## src/rtl/pd_pkg.sv

```systemverilog
// Shared types and constants for the parametrised pattern detector.
package pd_pkg;

    typedef enum logic {
        FILL  = 1'b0,
        ARMED = 1'b1
    } pd_state_e;

    // Symbol names inherited from the fixed 5-symbol detector
    localparam logic B = 1'b0;
    localparam logic C = 1'b1;

    localparam logic [4:0] PD_PAT_DEF = {B, B, C, B, C};

endpackage

```

## src/rtl/pattern_det_param_if.sv

```systemverilog
// Symbol stream, configuration and match outputs of the pattern detector.
// match_count exists only when PD_MATCH_CNT_EN is defined.
interface pattern_det_param_if #(
    parameter int unsigned PAT_LEN = 5,
    parameter int unsigned SYM_W   = 1
`ifdef PD_MATCH_CNT_EN
    ,
    parameter int unsigned CNT_W   = 16
`endif
);
    logic                       cfg_load;
    logic [PAT_LEN*SYM_W-1:0]   cfg_pattern;
    logic                       cfg_overlap;
    logic                       valid;
    logic [SYM_W-1:0]           in;
    logic                       out;
`ifdef PD_MATCH_CNT_EN
    logic [CNT_W-1:0]           match_count;
`endif

    modport master (
        output cfg_load, cfg_pattern, cfg_overlap, valid, in,
        input  out
`ifdef PD_MATCH_CNT_EN
        ,
        input  match_count
`endif
    );

    modport slave (
        input  cfg_load, cfg_pattern, cfg_overlap, valid, in,
        output out
`ifdef PD_MATCH_CNT_EN
        ,
        output match_count
`endif
    );

endinterface

```

## src/rtl/pd_match_cnt.sv

```systemverilog
// Saturating match counter; clr has priority over inc.
module pd_match_cnt #(
    parameter int unsigned CNT_W = 16
) (
    input  logic             clk,
    input  logic             rst,
    input  logic             clr,
    input  logic             inc,
    output logic [CNT_W-1:0] count
);

    always_ff @(posedge clk) begin
        if (rst || clr) begin
            count <= '0;
        end else if (inc && (count != {CNT_W{1'b1}})) begin
            count <= count + CNT_W'(1);
        end
    end

endmodule

```

## src/rtl/pattern_det_param.sv

```systemverilog
// Runtime-loadable PAT_LEN x SYM_W pattern detector on a valid-qualified symbol stream.
// Optional saturating match counter enabled by defining PD_MATCH_CNT_EN.
module pattern_det_param
    import pd_pkg::*;
#(
    parameter int unsigned            PAT_LEN = 5,
    parameter int unsigned            SYM_W   = 1,
    parameter logic [PAT_LEN*SYM_W-1:0] PAT_DEF = PD_PAT_DEF
`ifdef PD_MATCH_CNT_EN
    ,
    parameter int unsigned            CNT_W   = 16
`endif
) (
    input  logic              clk,
    input  logic              rst,
    pattern_det_param_if.slave bus
);

    localparam int unsigned PAT_W  = PAT_LEN * SYM_W;
    localparam int unsigned HIST_W = (PAT_LEN - 1) * SYM_W;
    localparam int unsigned FILL_W = $clog2(PAT_LEN + 1);

    pd_state_e          state_q, state_d;
    logic [PAT_W-1:0]   pattern_q, pattern_d;
    // The oldest window slot is shifted out unseen, so only PAT_LEN-1 symbols are held
    logic [HIST_W-1:0]  hist_q, hist_d;
    logic [FILL_W-1:0]  fill_q, fill_d;
    logic               out_q;
    logic [PAT_W-1:0]   shifted_c;
    logic               full_c;
    logic               match_c;

    always_ff @(posedge clk) begin
        if (rst) begin
            state_q   <= FILL;
            pattern_q <= PAT_DEF;
            hist_q    <= '0;
            fill_q    <= '0;
            out_q     <= 1'b0;
        end else begin
            state_q   <= state_d;
            pattern_q <= pattern_d;
            hist_q    <= hist_d;
            fill_q    <= fill_d;
            out_q     <= match_c;
        end
    end

    // Next state, window shift and comparison
    always_comb begin
        state_d   = state_q;
        pattern_d = pattern_q;
        hist_d    = hist_q;
        fill_d    = fill_q;
        match_c   = 1'b0;
        shifted_c = {hist_q, bus.in};
        full_c    = (state_q == ARMED) || (fill_q == FILL_W'(PAT_LEN - 1));

        if (bus.cfg_load) begin
            pattern_d = bus.cfg_pattern;
            fill_d    = '0;
            state_d   = FILL;
        end else if (bus.valid) begin
            hist_d = shifted_c[HIST_W-1:0];
            if (full_c) begin
                match_c = (shifted_c == pattern_q);
                if (match_c && !bus.cfg_overlap) begin
                    state_d = FILL;
                    fill_d  = '0;
                end else begin
                    state_d = ARMED;
                    fill_d  = FILL_W'(PAT_LEN);
                end
            end else begin
                fill_d = fill_q + FILL_W'(1);
            end
        end
    end

    assign bus.out = out_q;

`ifdef PD_MATCH_CNT_EN
    logic [CNT_W-1:0] count;

    pd_match_cnt #(
        .CNT_W (CNT_W)
    ) u_match_cnt (
        .clk   (clk),
        .rst   (rst),
        .clr   (bus.cfg_load),
        .inc   (match_c),
        .count (count)
    );

    assign bus.match_count = count;
`endif

endmodule

```

## src/flat_wrapper.sv

```systemverilog
// flat-port wrapper written by rule: the top's interface ports become plain ports
module pattern_det_param_flat import pd_pkg::*;
#(
    parameter int unsigned            PAT_LEN = 5,
    parameter int unsigned            SYM_W   = 1,
    parameter logic [PAT_LEN*SYM_W-1:0] PAT_DEF = PD_PAT_DEF

)
  (clk, rst, bus_cfg_load, bus_cfg_pattern, bus_cfg_overlap, bus_valid, bus_in, bus_out);
  pattern_det_param_if #(.PAT_LEN(PAT_LEN), .SYM_W(SYM_W)) bus_i ();
  input  logic clk;
  input  logic rst;
  input wire logic [$bits(bus_i.cfg_load)-1:0] bus_cfg_load;
  input wire logic [$bits(bus_i.cfg_pattern)-1:0] bus_cfg_pattern;
  input wire logic [$bits(bus_i.cfg_overlap)-1:0] bus_cfg_overlap;
  input wire logic [$bits(bus_i.valid)-1:0] bus_valid;
  input wire logic [$bits(bus_i.in)-1:0] bus_in;
  output wire logic [$bits(bus_i.out)-1:0] bus_out;
  assign bus_i.cfg_load = bus_cfg_load;
  assign bus_i.cfg_pattern = bus_cfg_pattern;
  assign bus_i.cfg_overlap = bus_cfg_overlap;
  assign bus_i.valid = bus_valid;
  assign bus_i.in = bus_in;
  assign bus_out = bus_i.out;
  pattern_det_param #(.PAT_LEN(PAT_LEN), .SYM_W(SYM_W), .PAT_DEF(PAT_DEF)) u_core (.clk(clk), .rst(rst), .bus(bus_i));
endmodule
```

## config.mk

```make
export PLATFORM = sky130hd
export DESIGN_NAME = pattern_det_param_flat
export DESIGN_NICKNAME = d
export VERILOG_FILES = /design/src/rtl/pd_pkg.sv /design/src/rtl/pattern_det_param_if.sv /design/src/rtl/pd_match_cnt.sv /design/src/rtl/pattern_det_param.sv /design/src/flat_wrapper.sv
export SDC_FILE = /design/constraint.sdc
export NUM_CORES = 1
export LEC_CHECK = 0
export BUFFER_PORTS_ARGS = -buffer_cell sky130_fd_sc_hd__buf_2
export CAP_MARGIN = 20
export CORE_UTILIZATION = 40
export DETAILED_ROUTE_END_ITERATION = 8
export PLACE_DENSITY_LB_ADDON = 0.15
export SLEW_MARGIN = 30
export SYNTH_ARGS = -nofsm -noshare
export SYNTH_HDL_FRONTEND = slang
export SYNTH_HIERARCHICAL = 1
export SYNTH_SLANG_ARGS = --single-unit
```

## constraint.sdc

```tcl
create_clock -name clk -period 3.2 [get_ports clk]
set_clock_uncertainty 0.05 [all_clocks]
set_input_delay 0.96 -clock clk [delete_from_list [all_inputs] [get_ports clk]]
set_output_delay 0.96 -clock clk [all_outputs]
set_load 0.005 [all_outputs]
```

==> results.py, run 1 <==
metrics = {
    "floorplanning": {
        "num_io_pins": 12,
        "fp.dieH_um": 42.2,
        "die_w_um": 42.2,
        "core-area_sq_um": 1510,
        "start_util_pct": 42.9,
        "die_area_sq_um": 1780,
        "num_rows": 14,
    },
    "critical_path": {
        "cp.required_ns": 3.33,
        "crit_path_end_kind": "register",
        "r2r_cells": 6,
        "cp_max_fo": 12,
        "r2r_start": "u_core/fill_q[0]$_SDFFE_PP0P_",
        "critical_path_class": "input port to register",
        "reg2reg_slack_ns": 1.70,
        "crit_end": "u_core/state_q$_SDFFE_PP0P_",
        "startpoint": "bus_cfg_load",
        "cp-start-kind": "input port",
        "critPathArrivalTime_ns": 1.96,
        "r2r_end": "u_core/fill_q[0]$_SDFFE_PP0P_",
    },
    "place": {
        "port_buffers": 11,
        "dp.cells": 89,
        "place_congestion": 0.679,
        "dp_hpwl_um": 820,
    },
    "routing": {
        "first_pass_iters": 6,
        "drt-vias-per-instance": 5.08,
        "drc": 1,
        "drtAntennaViolNets": 0,
        "finalWirelength_um": 1080,
        "vias": 472,
        "drt-initial-drc-count": 9,
        "wl_per_cell_um": 11.6,
    },
    "yosys": {
        "synth_top_area_share_pct": 43.4,
        "ys_ff_latch": 14,
        "synth_nets": 78,
        "ys_top_cells_by_area": "dfxtp_1 43%, mux2i_1 11%, xor2_1 6.8%",
        "yosysTopAreaCell": "dfxtp_1",
        "syn_avg_cell_area_sq_um": 9.93,
        "ys_seq_area_share_pct": 43.4,
        "synth_cell_type_count": 22,
        "syn_area_sq_um": 646,
        "synth_warnings": 6,
        "synth_cells": 65,
    },
    "pwr": {
        "p_clk_share_pct": 36.6,
        "p_comb_share_pct": 9.7,
        "seqPwrFrac_pct": 53.7,
        "swShare_pct": 22.5,
        "ir_worst_vdd_mv": 0.294,
        "intPower_mw": 0.265,
        "finalPower_mw": 0.342,
        "p_leak_nw": 0.336,
        "power_density_nw_per_um2": 472,
        "p_sw_mw": 0.0771,
    },
    "finish": {
        "n_antenna_cell": 0,
        "post-route-util_pct": 48.1,
        "fill_cells": 151,
        "syn2layout_area_growth_pct": 12.2,
        "mostFrequentLayoutCells": "14 x dfxtp_1, 11 x buf_2, 9 x nor2_1",
        "fin_cells": 93,
        "drive_gt1_share_pct": 20.8,
        "fin_nets": 91,
        "layout_commonest_cell": "dfxtp_1",
    },
    "timing": {
        "tightestPinTransition_ns": 0.326,
        "finalHoldViolations": 0,
        "setup-violations-final": 0,
        "setup_tns_ns": 0,
        "fin_crit_sh_pct": 57.1,
        "period_needed_ns": 1.83,
        "finalMaxSlewViolations": 0,
        "slew_headroom_pct": 78.2,
        "max_freq_ghz": 0.547,
        "rsz0062_at_grt": "no",
    },
    "cts": {
        "h-tree-depth": 1,
        "path_clk_slew_ns": 0.08,
        "cts_made_buffers": 3,
        "clkSinkCount": 14,
        "cts_tree": "yes",
        "cts_root_buf": "clkbuf_4",
        "cts_hold_buf": 0,
        "cts_resized": 0,
        "postCtsSetupRepairBufs": 0,
        "clk_path_buf_depth": 2,
        "clk-insertion-delay-late_ns": 0.28,
    },
    "run_status": {
        "failed_checks": "DRC",
        "status": "complete, but fails checks",
    },
    "min_path": {
        "hold_path_class": "register to register",
    },
    "job": {
        "max_cap_viol_count": 0,
    },
    "grt": {
        "antenna_found_initial": 0,
        "grt_max_degree": 16,
        "grt_overflow": 0,
        "grt_pass1_vias": 468,
        "grt_first_pass_wirelength_um": 1970,
        "grt_usage_pct": 15.0,
    },
}
-- critical path, stage by stage --
cell,delay (ns)
buf_2,0.18
nand2b_1,0.30
a2111o_1,0.45
o41ai_1,0.07
-- through the flow --
stage               hold WS, ns  cell area [sq um]  worst slack, ns
floorplan                 0.413                646             1.39
global placement          0.438                688             1.13
detailed placement        0.444                688             1.09
CTS                       0.458                724             1.39
global route              0.498                724             1.34
finish                    0.458                724             1.37
-- cell families (layout without fill, tap and decap cells) --
| group | after synthesis | in the layout | synth area share, % |
|---|---|---|---|
| AOI/OAI and AO/OA | 10 | 10 | 11.8 |
| xor gates and xnor gates | 5 | 5 | 6.78 |
| adders and majority gates | 2 | 2 | 3.88 |
| buffers and inverters | 7 | 19 | 7.36 |
| DFF | 14 | 14 | 43.4 |
| muxes | 7 | 7 | 10.9 |
| and+or+nand+nor | 20 | 20 | 15.9 |
-- per-layer routing --
metal | part of all wire [%] | track usage [%] | wire (um)
met5 | 0 | 0 | 0
met2 | 50 | 24.0 | 539
met4 | 1.1 | 11.3 | 12
met3 | 2.9 | 3.88 | 31
met1 | 46 | 16.8 | 493
-- cells in the mapped netlist --
| cell type | number |
|---|---|
| a2111o_1 | 1 |
| a211o_1 | 2 |
| a211oi_1 | 1 |
| a21oi_1 | 2 |
| a31oi_1 | 1 |
| and3_2 | 1 |
| buf_2 | 1 |
| clkbuf_8 | 2 |
| dfxtp_1 | 14 |
| ha_1 | 2 |
| inv_1 | 4 |
| mux2i_1 | 7 |
| nand2_1 | 1 |
| nand2b_1 | 1 |
| nor2_1 | 9 |
| nor2b_1 | 2 |
| nor3_1 | 3 |
| nor4_1 | 1 |
| nor4b_1 | 2 |
| o31ai_1 | 2 |
| o41ai_1 | 1 |
| xor2_1 | 5 |
-- power groups by stage --
stage / clock network [mW] / registers (mW) / logic [mW]
floorplan: 0 / 0.187 / 0.0251
global placement: 0 / 0.188 / 0.0328
detailed placement: 0 / 0.188 / 0.0336
CTS: 0.130 / 0.184 / 0.0337
global route: 0.136 / 0.184 / 0.0379
finish: 0.125 / 0.184 / 0.0333
-- worst min path at each step --
stage | start | slack [ns] | end | cells past startpoint
after floorplan | u_core/state_q$_SDFFE_PP0P_ | 0.41 | u_core/state_q$_SDFFE_PP0P_ | 2
after global placement | u_core/state_q$_SDFFE_PP0P_ | 0.44 | u_core/state_q$_SDFFE_PP0P_ | 2
after detailed placement | u_core/state_q$_SDFFE_PP0P_ | 0.44 | u_core/state_q$_SDFFE_PP0P_ | 2
after CTS | u_core/state_q$_SDFFE_PP0P_ | 0.46 | u_core/state_q$_SDFFE_PP0P_ | 2
after global routing | u_core/pattern_q[4]$_SDFFE_PP0P_ | 0.50 | u_core/pattern_q[4]$_SDFFE_PP0P_ | 2
final | u_core/state_q$_SDFFE_PP0P_ | 0.46 | u_core/state_q$_SDFFE_PP0P_ | 2
-- final cells by class --
cell class | instances | area, sq um | share of cell area [%]
multi-input cells | 44 | 318 | 43.9
inverters | 4 | 15.0 | 2.07
repair buffers | 11 | 55.1 | 7.60
flip-flops and latches | 14 | 280 | 38.7
well taps | 16 | 20.0 | 2.76
clock buffers | 4 | 36.3 | 5.01
-- flip-flops by register name, indices dropped and copies added, names as in the netlist --
| signal | cells |
|---|---|
| u_core/hist_q | 4 |
| u_core/state_q | 1 |
| u_core/bus.out | 1 |
| u_core/fill_q | 3 |
| u_core/pattern_q | 5 |
Power figures use the tool's default switching activity.
==> inputs of run 2 (changes only) <==
- clock period: 3.2 -> 1.5 ns (I/O delays scaled with it)
==> results.py, run 2 (synthesis gave the netlist of run 1 again) <==
metrics = {
    "floorplanning": {
        "start_util_pct": 42.9,
        "core-area_sq_um": 1510,
        "fp.dieH_um": 42.2,
        "num_io_pins": 12,
        "die_w_um": 42.2,
        "die_area_sq_um": 1780,
        "num_rows": 14,
    },
    "cts": {
        "cts_tree": "yes",
        "cts_made_buffers": 3,
        "cts_hold_buf": 0,
        "clkSinkCount": 14,
        "cts_root_buf": "clkbuf_4",
        "h-tree-depth": 1,
        "postCtsSetupRepairBufs": 0,
        "clk_path_buf_depth": 2,
        "cts_resized": 0,
        "clk-insertion-delay-late_ns": 0.28,
        "path_clk_slew_ns": 0.08,
    },
    "timing": {
        "rsz0062_at_grt": "no",
        "max_freq_ghz": 0.732,
        "finalHoldViolations": 0,
        "setup_tns_ns": 0,
        "slew_headroom_pct": 79.1,
        "fin_crit_sh_pct": 91.1,
        "period_needed_ns": 1.37,
        "finalMaxSlewViolations": 0,
        "tightestPinTransition_ns": 0.309,
        "setup-violations-final": 0,
    },
    "routing": {
        "drt-initial-drc-count": 2,
        "first_pass_iters": 2,
        "wl_per_cell_um": 11.7,
        "drtAntennaViolNets": 0,
        "vias": 498,
        "drc": 0,
        "drt-vias-per-instance": 5.13,
        "finalWirelength_um": 1130,
    },
    "run_status": {
        "status": "completed",
    },
    "finish": {
        "fill_cells": 156,
        "multi_input_area_sq_um": 318,
        "post-route-util_pct": 50.1,
        "mostFrequentLayoutCells": "14 x dfxtp_1, 11 x buf_2, 9 x nor2_1",
        "fin_cells": 97,
        "fin_nets": 95,
        "register_area_sq_um": 280,
        "syn2layout_area_growth_pct": 16.9,
        "drive_gt1_share_pct": 24.7,
        "layout_commonest_cell": "dfxtp_1",
        "largest_register_ff_count": 5,
        "top_regs": "u_core/pattern_q x5, u_core/hist_q x4, u_core/fill_q x3",
        "regMostFlops": "u_core/pattern_q",
        "n_antenna_cell": 0,
    },
    "min_path": {
        "min_to": "u_core/pattern_q[0]$_SDFFE_PP1P_",
        "hold_start": "bus_cfg_pattern[0]",
        "hold_path_class": "input port to register",
        "hold_depth": 2,
    },
    "place": {
        "place_congestion": 0.712,
        "dp.cells": 93,
        "dp_hpwl_um": 890,
        "port_buffers": 11,
    },
    "critical_path": {
        "cpMaxStageDelayCell": "dfxtp_1",
        "crit_chain": "inv_1 -> ha_1 -> a21oi_1 -> buf_4 -> a2111o_1 -> o41ai_1",
        "r2r_end": "u_core/state_q$_SDFFE_PP0P_",
        "r2r_start": "u_core/fill_q[0]$_SDFFE_PP0P_",
        "critPathArrivalTime_ns": 1.48,
        "critPathMaxStageDelay_ns": 0.33,
        "critical_path_class": "register to register",
        "cp-start-kind": "register",
        "reg2reg_slack_ns": 0.13,
        "cp_max_fo": 3,
        "r2r_cells": 6,
        "cp.required_ns": 1.62,
        "crit_path_end_kind": "register",
    },
    "grt": {
        "grt_max_degree": 12,
        "grt_pass1_vias": 494,
        "grt_usage_pct": 15.7,
        "grt_first_pass_wirelength_um": 2050,
        "grt_overflow": 0,
        "antenna_found_initial": 0,
    },
    "pwr": {
        "p_leak_nw": 0.355,
        "swShare_pct": 22.4,
        "p_comb_share_pct": 10.5,
        "ir_worst_vdd_mv": 0.684,
        "intPower_mw": 0.570,
        "seqPwrFrac_pct": 53.4,
        "power_density_nw_per_um2": 973,
        "p_clk_share_pct": 36.1,
        "p_sw_mw": 0.164,
    },
    "job": {
        "max_cap_viol_count": 0,
    },
}
==> run 2: layer usage <==
metal | up-vias | GRT usage [%] | share of wire (%)
met2 | 8 | 25.2 | 51
met3 | 3 | 7.76 | 4.9
li1 | 257 | - | -
met5 | - | 0 | 0
met4 | 0 | 5.63 | 0.71
met1 | 230 | 18.1 | 43
==> run 2: per-stage QoR <==
stage	hold WS [ns]	area [sq um]	setup slack (ns)	total power, mW
floorplan	0.413	646	0.171	0.452
global placement	0.436	718	0.104	0.477
detailed placement	0.457	718	0.0576	0.479
CTS	0.311	754	0.122	0.749
global route	0.304	754	0.0100	0.781
finish	0.321	754	0.134	0.734
==> run 2: critical path: cells and delay by family (launching register included) <==
kind	cells	cell delay [ns]
buffers and inverters	2	0.22
flip-flops	1	0.33
AO/OA/AOI/OAI	3	0.50
adder cells (fa/ha/maj)	1	0.16
==> run 2: how the worst max path moves through the flow <==
stage                     slack (ns)  cells past startpoint                       endpoint                           from
after global routing            0.01                      6    u_core/state_q$_SDFFE_PP0P_  u_core/fill_q[0]$_SDFFE_PP0P_
after CTS                       0.12                      6    u_core/state_q$_SDFFE_PP0P_  u_core/fill_q[0]$_SDFFE_PP0P_
after detailed placement        0.06                      5    u_core/state_q$_SDFFE_PP0P_                         bus_in
after global placement          0.10                      5    u_core/state_q$_SDFFE_PP0P_                         bus_in
final                           0.13                      6    u_core/state_q$_SDFFE_PP0P_  u_core/fill_q[0]$_SDFFE_PP0P_
after floorplan                 0.17                      6  u_core/fill_q[0]$_SDFFE_PP0P_  u_core/fill_q[0]$_SDFFE_PP0P_
==> run 2: cell type report <==
class | count | area share (%)
multi-input cells | 44 | 42.1
well taps | 16 | 2.65
flip-flops and latches | 14 | 37.1
clock buffers | 4 | 4.81
repair buffers | 15 | 11.3
inverters | 4 | 1.99
==> run 2: power by group through the flow <==
stage / clock (mW) / sequential, mW / combinational (mW)
6_report: 0.265 / 0.392 / 0.0770
5_1_grt: 0.298 / 0.394 / 0.0891
4_1_cts: 0.278 / 0.392 / 0.0784
3_5_place_dp: 0 / 0.401 / 0.0782
3_3_place_gp: 0 / 0.401 / 0.0759
2_1_floorplan: 0 / 0.399 / 0.0536
